<file path="config.mk">
export PLATFORM = sky130hd
export DESIGN_NAME = rtc_hms_timekeeper_flat
export DESIGN_NICKNAME = d
export VERILOG_FILES = /design/src/rtl/rtc_hms_timekeeper_if.sv /design/src/rtl/rtc_hms_timekeeper.sv /design/src/flat_wrapper.sv
export SDC_FILE = /design/constraint.sdc
export NUM_CORES = 1
export LEC_CHECK = 0
export ABC_CLOCK_PERIOD_IN_PS = 5500
export BUFFER_PORTS_ARGS = -buffer_cell sky130_fd_sc_hd__buf_2
export CORE_ASPECT_RATIO = 1.1
export CORE_MARGIN = 2
export CORE_UTILIZATION = 51
export CTS_CLUSTER_DIAMETER = 150
export DETAILED_ROUTE_END_ITERATION = 16
export PLACE_DENSITY = 0.71
export SYNTH_ARGS = -nofsm -noshare
export SYNTH_HDL_FRONTEND = slang
export SYNTH_SLANG_ARGS = --single-unit
export TNS_END_PERCENT = 100
</file>
<file path="constraint.sdc">
create_clock -name clk -period 5.5 [get_ports clk]
set_input_delay 0.825 -clock clk [delete_from_list [all_inputs] [get_ports clk]]
set_output_delay 0.825 -clock clk [all_outputs]
set_load 0.05 [all_outputs]
</file>
<file path="src/rtl/rtc_hms_timekeeper_if.sv">
// Time-set request bundle for rtc_hms_timekeeper.
// Master issues set requests; slave acknowledges and flags rejects.
interface rtc_hms_timekeeper_if;
  logic       set_valid;
  logic       set_ready;
  logic [4:0] set_h;
  logic       set_pm;
  logic [5:0] set_m;
  logic [5:0] set_s;
  logic       set_err;

  modport master (
    output set_valid, set_h, set_pm,
    output set_m, set_s,
    input  set_ready, set_err
  );

  modport slave (
    input  set_valid, set_h, set_pm,
    input  set_m, set_s,
    output set_ready, set_err
  );
endinterface

</file>
<file path="src/rtl/rtc_hms_timekeeper.sv">
// hh:mm:ss timekeeper with 12h/24h display and checked time-set.
// Define RTC_ALARM_EN to add the hh:mm alarm comparator.
module rtc_hms_timekeeper #(
  parameter int unsigned TICK_DIV = 50000000,
  parameter int unsigned DIV_W    = 32
) (
  input  logic       clk,
  input  logic       rst,
  input  logic       run,
  input  logic       mode_12h,
  rtc_hms_timekeeper_if.slave set,
`ifdef RTC_ALARM_EN
  input  logic [4:0] alarm_h,
  input  logic [5:0] alarm_m,
  input  logic       alarm_arm,
  output logic       alarm_hit,
`endif
  output logic [4:0] hour_o,
  output logic       pm_o,
  output logic [5:0] min_o,
  output logic [5:0] sec_o,
  output logic       sec_pulse,
  output logic       day_pulse
);

  localparam logic [DIV_W-1:0] DIV_MAX =
    DIV_W'(TICK_DIV - 1);

  typedef enum logic [1:0] {
    IDLE,
    CHECK,
    COMMIT
  } state_t;

  state_t           state;
  state_t           state_nxt;
  logic [DIV_W-1:0] div;
  logic [4:0]       h24;
  logic [5:0]       m;
  logic [5:0]       s;
  logic [4:0]       h_n;
  logic [5:0]       m_n;
  logic [5:0]       s_n;
  logic [4:0]       cap_h;
  logic             cap_pm;
  logic [5:0]       cap_m;
  logic [5:0]       cap_s;
  logic             cap_12h;
  logic [4:0]       hconv;
  logic             ok;
  logic             hs;
  logic             tick;
  logic             commit;
  logic             last_sec;

  assign tick     = run && (div == DIV_MAX);
  assign commit   = (state == COMMIT);
  assign hs       = set.set_valid && set.set_ready;
  assign last_sec = (s == 6'd59) && (m == 6'd59)
                 && (h24 == 5'd23);

  always_comb begin
    s_n = s + 6'd1;
    m_n = m;
    h_n = h24;
    if (s == 6'd59) begin
      s_n = 6'd0;
      m_n = m + 6'd1;
      if (m == 6'd59) begin
        m_n = 6'd0;
        h_n = (h24 == 5'd23) ? 5'd0 : h24 + 5'd1;
      end
    end
  end

  always_comb begin
    ok = (cap_m <= 6'd59) && (cap_s <= 6'd59);
    if (cap_12h)
      ok = ok && (cap_h >= 5'd1) && (cap_h <= 5'd12);
    else
      ok = ok && (cap_h <= 5'd23);
  end

  always_comb begin
    hconv = cap_h;
    if (cap_12h) begin
      if (cap_h == 5'd12)
        hconv = cap_pm ? 5'd12 : 5'd0;
      else if (cap_pm)
        hconv = cap_h + 5'd12;
    end
  end

  always_comb begin
    state_nxt     = state;
    set.set_ready = 1'b0;
    unique case (state)
      IDLE: begin
        set.set_ready = 1'b1;
        if (set.set_valid) state_nxt = CHECK;
      end
      CHECK:   state_nxt = ok ? COMMIT : IDLE;
      COMMIT:  state_nxt = IDLE;
      default: state_nxt = IDLE;
    endcase
  end

  always_ff @(posedge clk or posedge rst) begin
    if (rst) begin
      state       <= IDLE;
      set.set_err <= 1'b0;
      cap_h       <= '0;
      cap_pm      <= 1'b0;
      cap_m       <= '0;
      cap_s       <= '0;
      cap_12h     <= 1'b0;
    end else begin
      state       <= state_nxt;
      set.set_err <= (state == CHECK) && !ok;
      if (hs) begin
        cap_h   <= set.set_h;
        cap_pm  <= set.set_pm;
        cap_m   <= set.set_m;
        cap_s   <= set.set_s;
        cap_12h <= mode_12h;
      end else if (state == CHECK) begin
        cap_h <= hconv;
      end
    end
  end

  // A commit overrides a coincident prescaler wrap.
  always_ff @(posedge clk or posedge rst) begin
    if (rst) begin
      div       <= '0;
      h24       <= '0;
      m         <= '0;
      s         <= '0;
      sec_pulse <= 1'b0;
      day_pulse <= 1'b0;
    end else begin
      sec_pulse <= tick && !commit;
      day_pulse <= tick && !commit && last_sec;
      if (commit) begin
        div <= '0;
        h24 <= cap_h;
        m   <= cap_m;
        s   <= cap_s;
      end else if (run) begin
        div <= tick ? '0 : div + 1'b1;
        if (tick) begin
          h24 <= h_n;
          m   <= m_n;
          s   <= s_n;
        end
      end
    end
  end

`ifdef RTC_ALARM_EN
  always_ff @(posedge clk or posedge rst) begin
    if (rst)
      alarm_hit <= 1'b0;
    else
      alarm_hit <= tick && !commit && alarm_arm
                && (s == 6'd59) && (m_n == alarm_m)
                && (h_n == alarm_h);
  end
`endif

  always_comb begin
    pm_o   = (h24 >= 5'd12);
    hour_o = h24;
    if (mode_12h) begin
      unique case (1'b1)
        (h24 == 5'd0):  hour_o = 5'd12;
        (h24 >  5'd12): hour_o = h24 - 5'd12;
        default:        hour_o = h24;
      endcase
    end
  end

  assign min_o = m;
  assign sec_o = s;

endmodule

</file>
<file path="src/flat_wrapper.sv">
// flat-port wrapper written by rule: the top's interface ports become plain ports
module rtc_hms_timekeeper_flat 
#(
  parameter int unsigned TICK_DIV = 50000000,
  parameter int unsigned DIV_W    = 32
)
  (clk, rst, run, mode_12h, hour_o, pm_o, min_o, sec_o, sec_pulse, day_pulse, set_set_valid, set_set_h, set_set_pm, set_set_m, set_set_s, set_set_ready, set_set_err);
  rtc_hms_timekeeper_if set_i ();
  input  logic clk;
  input  logic rst;
  input  logic run;
  input  logic mode_12h;
  output logic [4:0] hour_o;
  output logic pm_o;
  output logic [5:0] min_o;
  output logic [5:0] sec_o;
  output logic sec_pulse;
  output logic day_pulse;
  input wire logic [$bits(set_i.set_valid)-1:0] set_set_valid;
  input wire logic [$bits(set_i.set_h)-1:0] set_set_h;
  input wire logic [$bits(set_i.set_pm)-1:0] set_set_pm;
  input wire logic [$bits(set_i.set_m)-1:0] set_set_m;
  input wire logic [$bits(set_i.set_s)-1:0] set_set_s;
  output wire logic [$bits(set_i.set_ready)-1:0] set_set_ready;
  output wire logic [$bits(set_i.set_err)-1:0] set_set_err;
  assign set_i.set_valid = set_set_valid;
  assign set_i.set_h = set_set_h;
  assign set_i.set_pm = set_set_pm;
  assign set_i.set_m = set_set_m;
  assign set_i.set_s = set_set_s;
  assign set_set_ready = set_i.set_ready;
  assign set_set_err = set_i.set_err;
  rtc_hms_timekeeper #(.TICK_DIV(TICK_DIV), .DIV_W(DIV_W)) u_core (.clk(clk), .rst(rst), .run(run), .mode_12h(mode_12h), .set(set_i), .hour_o(hour_o), .pm_o(pm_o), .min_o(min_o), .sec_o(sec_o), .sec_pulse(sec_pulse), .day_pulse(day_pulse));
endmodule
</file>
# Yosys cells after proc, flatten, opt, wreduce, memory -nomap -nowiden
# Index checks and enable logic that the tools add are counted.
# totals
regBits	73
in_bits	23
# op_classes
addsub	6
n_lt_le_gt_ge	7
eq_ne	8
n_mux	31
n_reduce_logical	26
# op_table
cell	count
$mux 32	3
$mux 5	12
$mux 6	9
$add 32x1->32 const B	1
$eq 32x26->1 const B	1
$add 6x1->6 const B	2
$eq 6x6->1 const B	2
$le 6x6->1 const B	2
$reduce_bool 2->1	6
$logic_and 1x1->1	11
$pmux 5 s2	1
$reduce_and 3->1	2
$add 5x1->5 const B	1
$add 5x4->5 const B	1
$eq 5x4->1 const B	1
$eq 5x5->1 const B	1
$ge 5x1->1 const B	1
$ge 5x4->1 const B	1
$gt 5x4->1 const B	1
$le 5x4->1 const B	1
$le 5x5->1 const B	1
$logic_not 5->1	1
$sub 5x4->5 const B	1
$mux 2	2
11 further kinds	13

# Logic depth before layout (Yosys ltp)
# depth
depth_word	7
ltp_mapped	8
ltp_nobuf	6

# Least setup slack after synthesis
# OpenSTA, ideal clock, no wires.
# synth_path
kind	input port to output port
start	input mode_12h
end	output hour_o[4]
t_arrival_ns	2.302
setup_slack_ns	2.373
path_stages	3
n_path_buf	0
cell_sequence	inv_1 or3_1 o21ai_0
# synth_between
elab_chain_cells	1
# synth_lines
item	line_no	rtl
start, declared	flat_wrapper.sv:12	input logic mode_12h;
$mux 5	rtc_hms_timekeeper.sv:174	if (mode_12h) begin
end, declared	flat_wrapper.sv:13	output logic [4:0] hour_o;
# No other way between the ends.

# Worst setup path after layout
# layout_path
start	register u_core.h24[2]
end	output hour_o[3]
# layout_between
elab_chain_cells	3
# layout_lines
item	line_no	rtl
start, declared	rtc_hms_timekeeper.sv:38	logic [4:0] h24;
start signal, assigned	rtc_hms_timekeeper.sv:146	h24 <= cap_h;
start signal, assigned	rtc_hms_timekeeper.sv:152	h24 <= h_n;
$sub 5x4->5, or another cell as far along	rtc_hms_timekeeper.sv:177	(h24 > 5'd12): hour_o = h24 - 5'd12;
$pmux 5 s2 *	rtc_hms_timekeeper.sv:175	unique case (1'b1)
$mux 5 *	rtc_hms_timekeeper.sv:174	
# Every way passes the cells marked *; elsewhere a longest branch is shown, timed or not.

==> key figures <==
Floorplanning
  • Die height: around 100 µm
  • Die area: 0.00896 mm²
  • Die X: ~90 µm
  • Starting density of the core: ~53%
  • I/O pins: 45
  • Rows: 34
  • CORE AREA: approximately 0.0080 mm²

Logic synthesis
  • Area contributors post-synth: dfrtp_1, nand2_1, nor2_1
  • Unique masters post-synth: 64
  • Count leader, synth: nand2_1
  • Synthesized area per cell: ~8.7 µm²
  • Number of synthesized flops with an enable pin: 0
  • Cell taking the most area after synthesis: dfrtp_1
  • Top cell type's share of synthesized area: a little over two fifths
  • Top cells by count, synth: nand2_1, dfrtp_1, nor2_1, nand3_1
  • Synth Cell Area: between 0.004 and 0.005 mm²
  • Ys async rst share: 100%
  • Synth warnings: 0
  • Top_reg_cell synth: dfrtp_1
  • Register bit count reported by yosys: 73
  • Mapped Nets: a little over 500
  • Syn Inst Count: slightly below 500
  • Post-synthesis sequential area ratio: between 40 and 50%

Critical path
  • Critical path type: reg -> out
  • CP arrival: roughly 2.0 ns
  • Element type at the critical path start: flop
  • Worst Path Required: around 4.7 ns
  • Worst Setup End Kind: primary output
  • Worst Path Max Fanout: 9

Clocking
  • Clk slew on worst S/H paths: about 0.070 ns
  • Max Root-Sink Buffers: 2
  • Post-CTS setup buffers: 0
  • Skew-Pair Late Insertion Delay: ~0.36 ns
  • CTS tree: done
  • TritonCTS Buffers: 9
  • Hold-fix buffers, CTS: 0
  • Max H-tree Level: 3
  • CTS root buf: clkbuf_8
  • Clock sink count: 73
  • CTS resizes: 0

GRT
  • Total GRT Usage: a little under a quarter
  • Congestion Overflow GR: 0
  • Initial antenna violation count: 0
  • Wire length of the first global-routing pass: roughly 17000 µm
  • Vias in the first global route: between 3k and 4k
  • Largest net degree at the start of global routing: 74

STA
  • Worst Tran Pin Value: about 0.94 ns
  • Crit path time final: 2.79 ns
  • Setup Skew: around 0.011 ns
  • Max Fclk: ~0.36 GHz
  • Unrepaired setup endpoints after global routing: no
  • Slew headroom: a little under two fifths
  • Setup TNS: 0 ns
  • Max-slew violation count: 0
  • Fin. Hold Viols: 0
  • Final worst path period share: 50.7%
  • Finish-stage setup viols: 0

Power and ir drop
  • PD cells: approximately 490 mW/mm²
  • Leak pwr: 2.08 nW
  • Peak VDD IR: between 0.3 and 0.4 mV

Layout
  • Design Area, Final: ~0.0047 mm²
  • N_diodes: 0
  • Final net count: approximately 560
  • Layout cells sized above 1: ~15%
  • Area Overhead vs Synth: 13.0%

Routing
  • DR iter-0 viols: 265
  • Final WL: between 9000 and 10000 µm
  • DRC: 0
  • Post-route ant nets: 0
  • Wire per inst: roughly 15 µm
  • Via count: ~3.7k
  • Pre-antenna DRT Iters: 4
  • Vias per cell: around 5.8

Placement
  • Placed inst area: 0.00449 mm²
  • RePlAce Congestion: roughly 0.87
  • Post-DP HPWL: 6330 µm
  • Port bufs: between 40 and 50

Min path
  • Worst Hold Class: reg -> reg

Outcome
  • Status: finished, final reports clean

Job
  • Max-cap violations: 0
[power breakdown]
part | leakage [nW] | switching (mW) | internal (mW)
Sequential | 0.945 | 0.199 | 0.689
Clock | 0.120 | 0.207 | 0.313
Combinational | 1.01 | 0.616 | 0.288
Total | 2.08 | 1.02 | 1.29
[layout by cell type, fill, tap and decap left out, types with 4 or more instances in the layout]
cell type  instances
o22ai_1            4
nand3_1           30
dfrtp_1           73
nor4_1            21
clkbuf_8          10
ha_1              12
or3_1              7
o211ai_1           9
xor2_1             5
and3_1             4
inv_1             18
nand2_1           82
o31ai_1            5
o21ai_0           11
nand2b_1           5
buf_4              5
nor3_1            11
nand4_1           10
nor2_1            45
buf_2             44
xnor2_1           17
a221o_1            4
a21oi_1           14
a31oi_1           10
or4_1              8
[sequential cells by signal, summed over array words and instances (netlist names), 2 cells and up]
| register | cells |
|---|---|
| u_core.cap_m | 6 |
| u_core.h24 | 5 |
| u_core.div | 32 |
| u_core.cap_s | 6 |
| u_core.cap_h | 5 |
| u_core.sec_o | 6 |
| u_core.min_o | 6 |
| u_core.state | 2 |
[through the flow]
stage / utilization (%) / power [mW] / worst slack [ns] / hold WS (ns) / cells
4_1_cts: 59.5 / 2.32 / 2.71 / 0.485 / 633
3_3_place_gp: 56.4 / 1.78 / 2.65 / 0.463 / 617
5_1_grt: 59.5 / 2.48 / 2.53 / 0.521 / 633
3_5_place_dp: 56.4 / 1.80 / 2.56 / 0.466 / 617
6_report: 59.5 / 2.31 / 2.71 / 0.487 / 633
2_1_floorplan: - / 1.57 / 2.37 / 0.446 / 484
[critical path, cell delays in order (launching register included)]
cell	delay (ns)
dfrtp_1	0.51
ha_1	0.30
a21oi_1	0.11
o21ai_0	0.21
nor2_1	0.05
o21ai_0	0.14
buf_2	0.28
[cell type report]
| class | count | area [µm²] |
|---|---|---|
| clock buffer | 11 | 141 |
| clock inverter | 5 | 103 |
| fill | 720 | 3220 |
| inverter | 20 | 75.1 |
| multi-input combinational | 367 | 2190 |
| sequential | 73 | 1830 |
| tap | 108 | 135 |
| timing repair buffer | 49 | 258 |
[logic make-up after synthesis]
logic type | after synthesis | synth area share [%]
compound gates | 78 | 13.0
fa+ha+maj | 12 | 3.58
xor+xnor | 22 | 4.60
simple gates | 254 | 30.9
mux | 1 | 0.239
buf+inv | 44 | 4.09
flops | 73 | 43.6
[final timing paths]
check	from	endpoint	slack [ns]	cells after the start
max in group asynchronous	rst	u_core.cap_m[0]$_DFFE_PP0P_	4.15	3
max	u_core.h24[2]$_DFFE_PP0P_	hour_o[3]	2.71	6
min in group asynchronous	rst	u_core.cap_h[3]$_DFFE_PP0P_	0.76	3
min reg2reg	u_core.cap_s[1]$_DFFE_PP0P_	u_core.cap_s[1]$_DFFE_PP0P_	0.49	2
min	u_core.cap_s[1]$_DFFE_PP0P_	u_core.cap_s[1]$_DFFE_PP0P_	0.49	2
max reg2reg	u_core.div[24]$_DFFE_PP0P_	u_core.div[18]$_DFFE_PP0P_	2.96	6
[metal layers]
metal | up-vias | GRT usage, % | wire length, µm
met1 | 1751 | 31.7 | 4500
met4 | 0 | 9.35 | 136
met3 | 12 | 3.82 | 441
li1 | 1809 | - | -
met2 | 95 | 36.0 | 4400
met5 | - | 0 | 0
(Power assumes the default switching activity.)
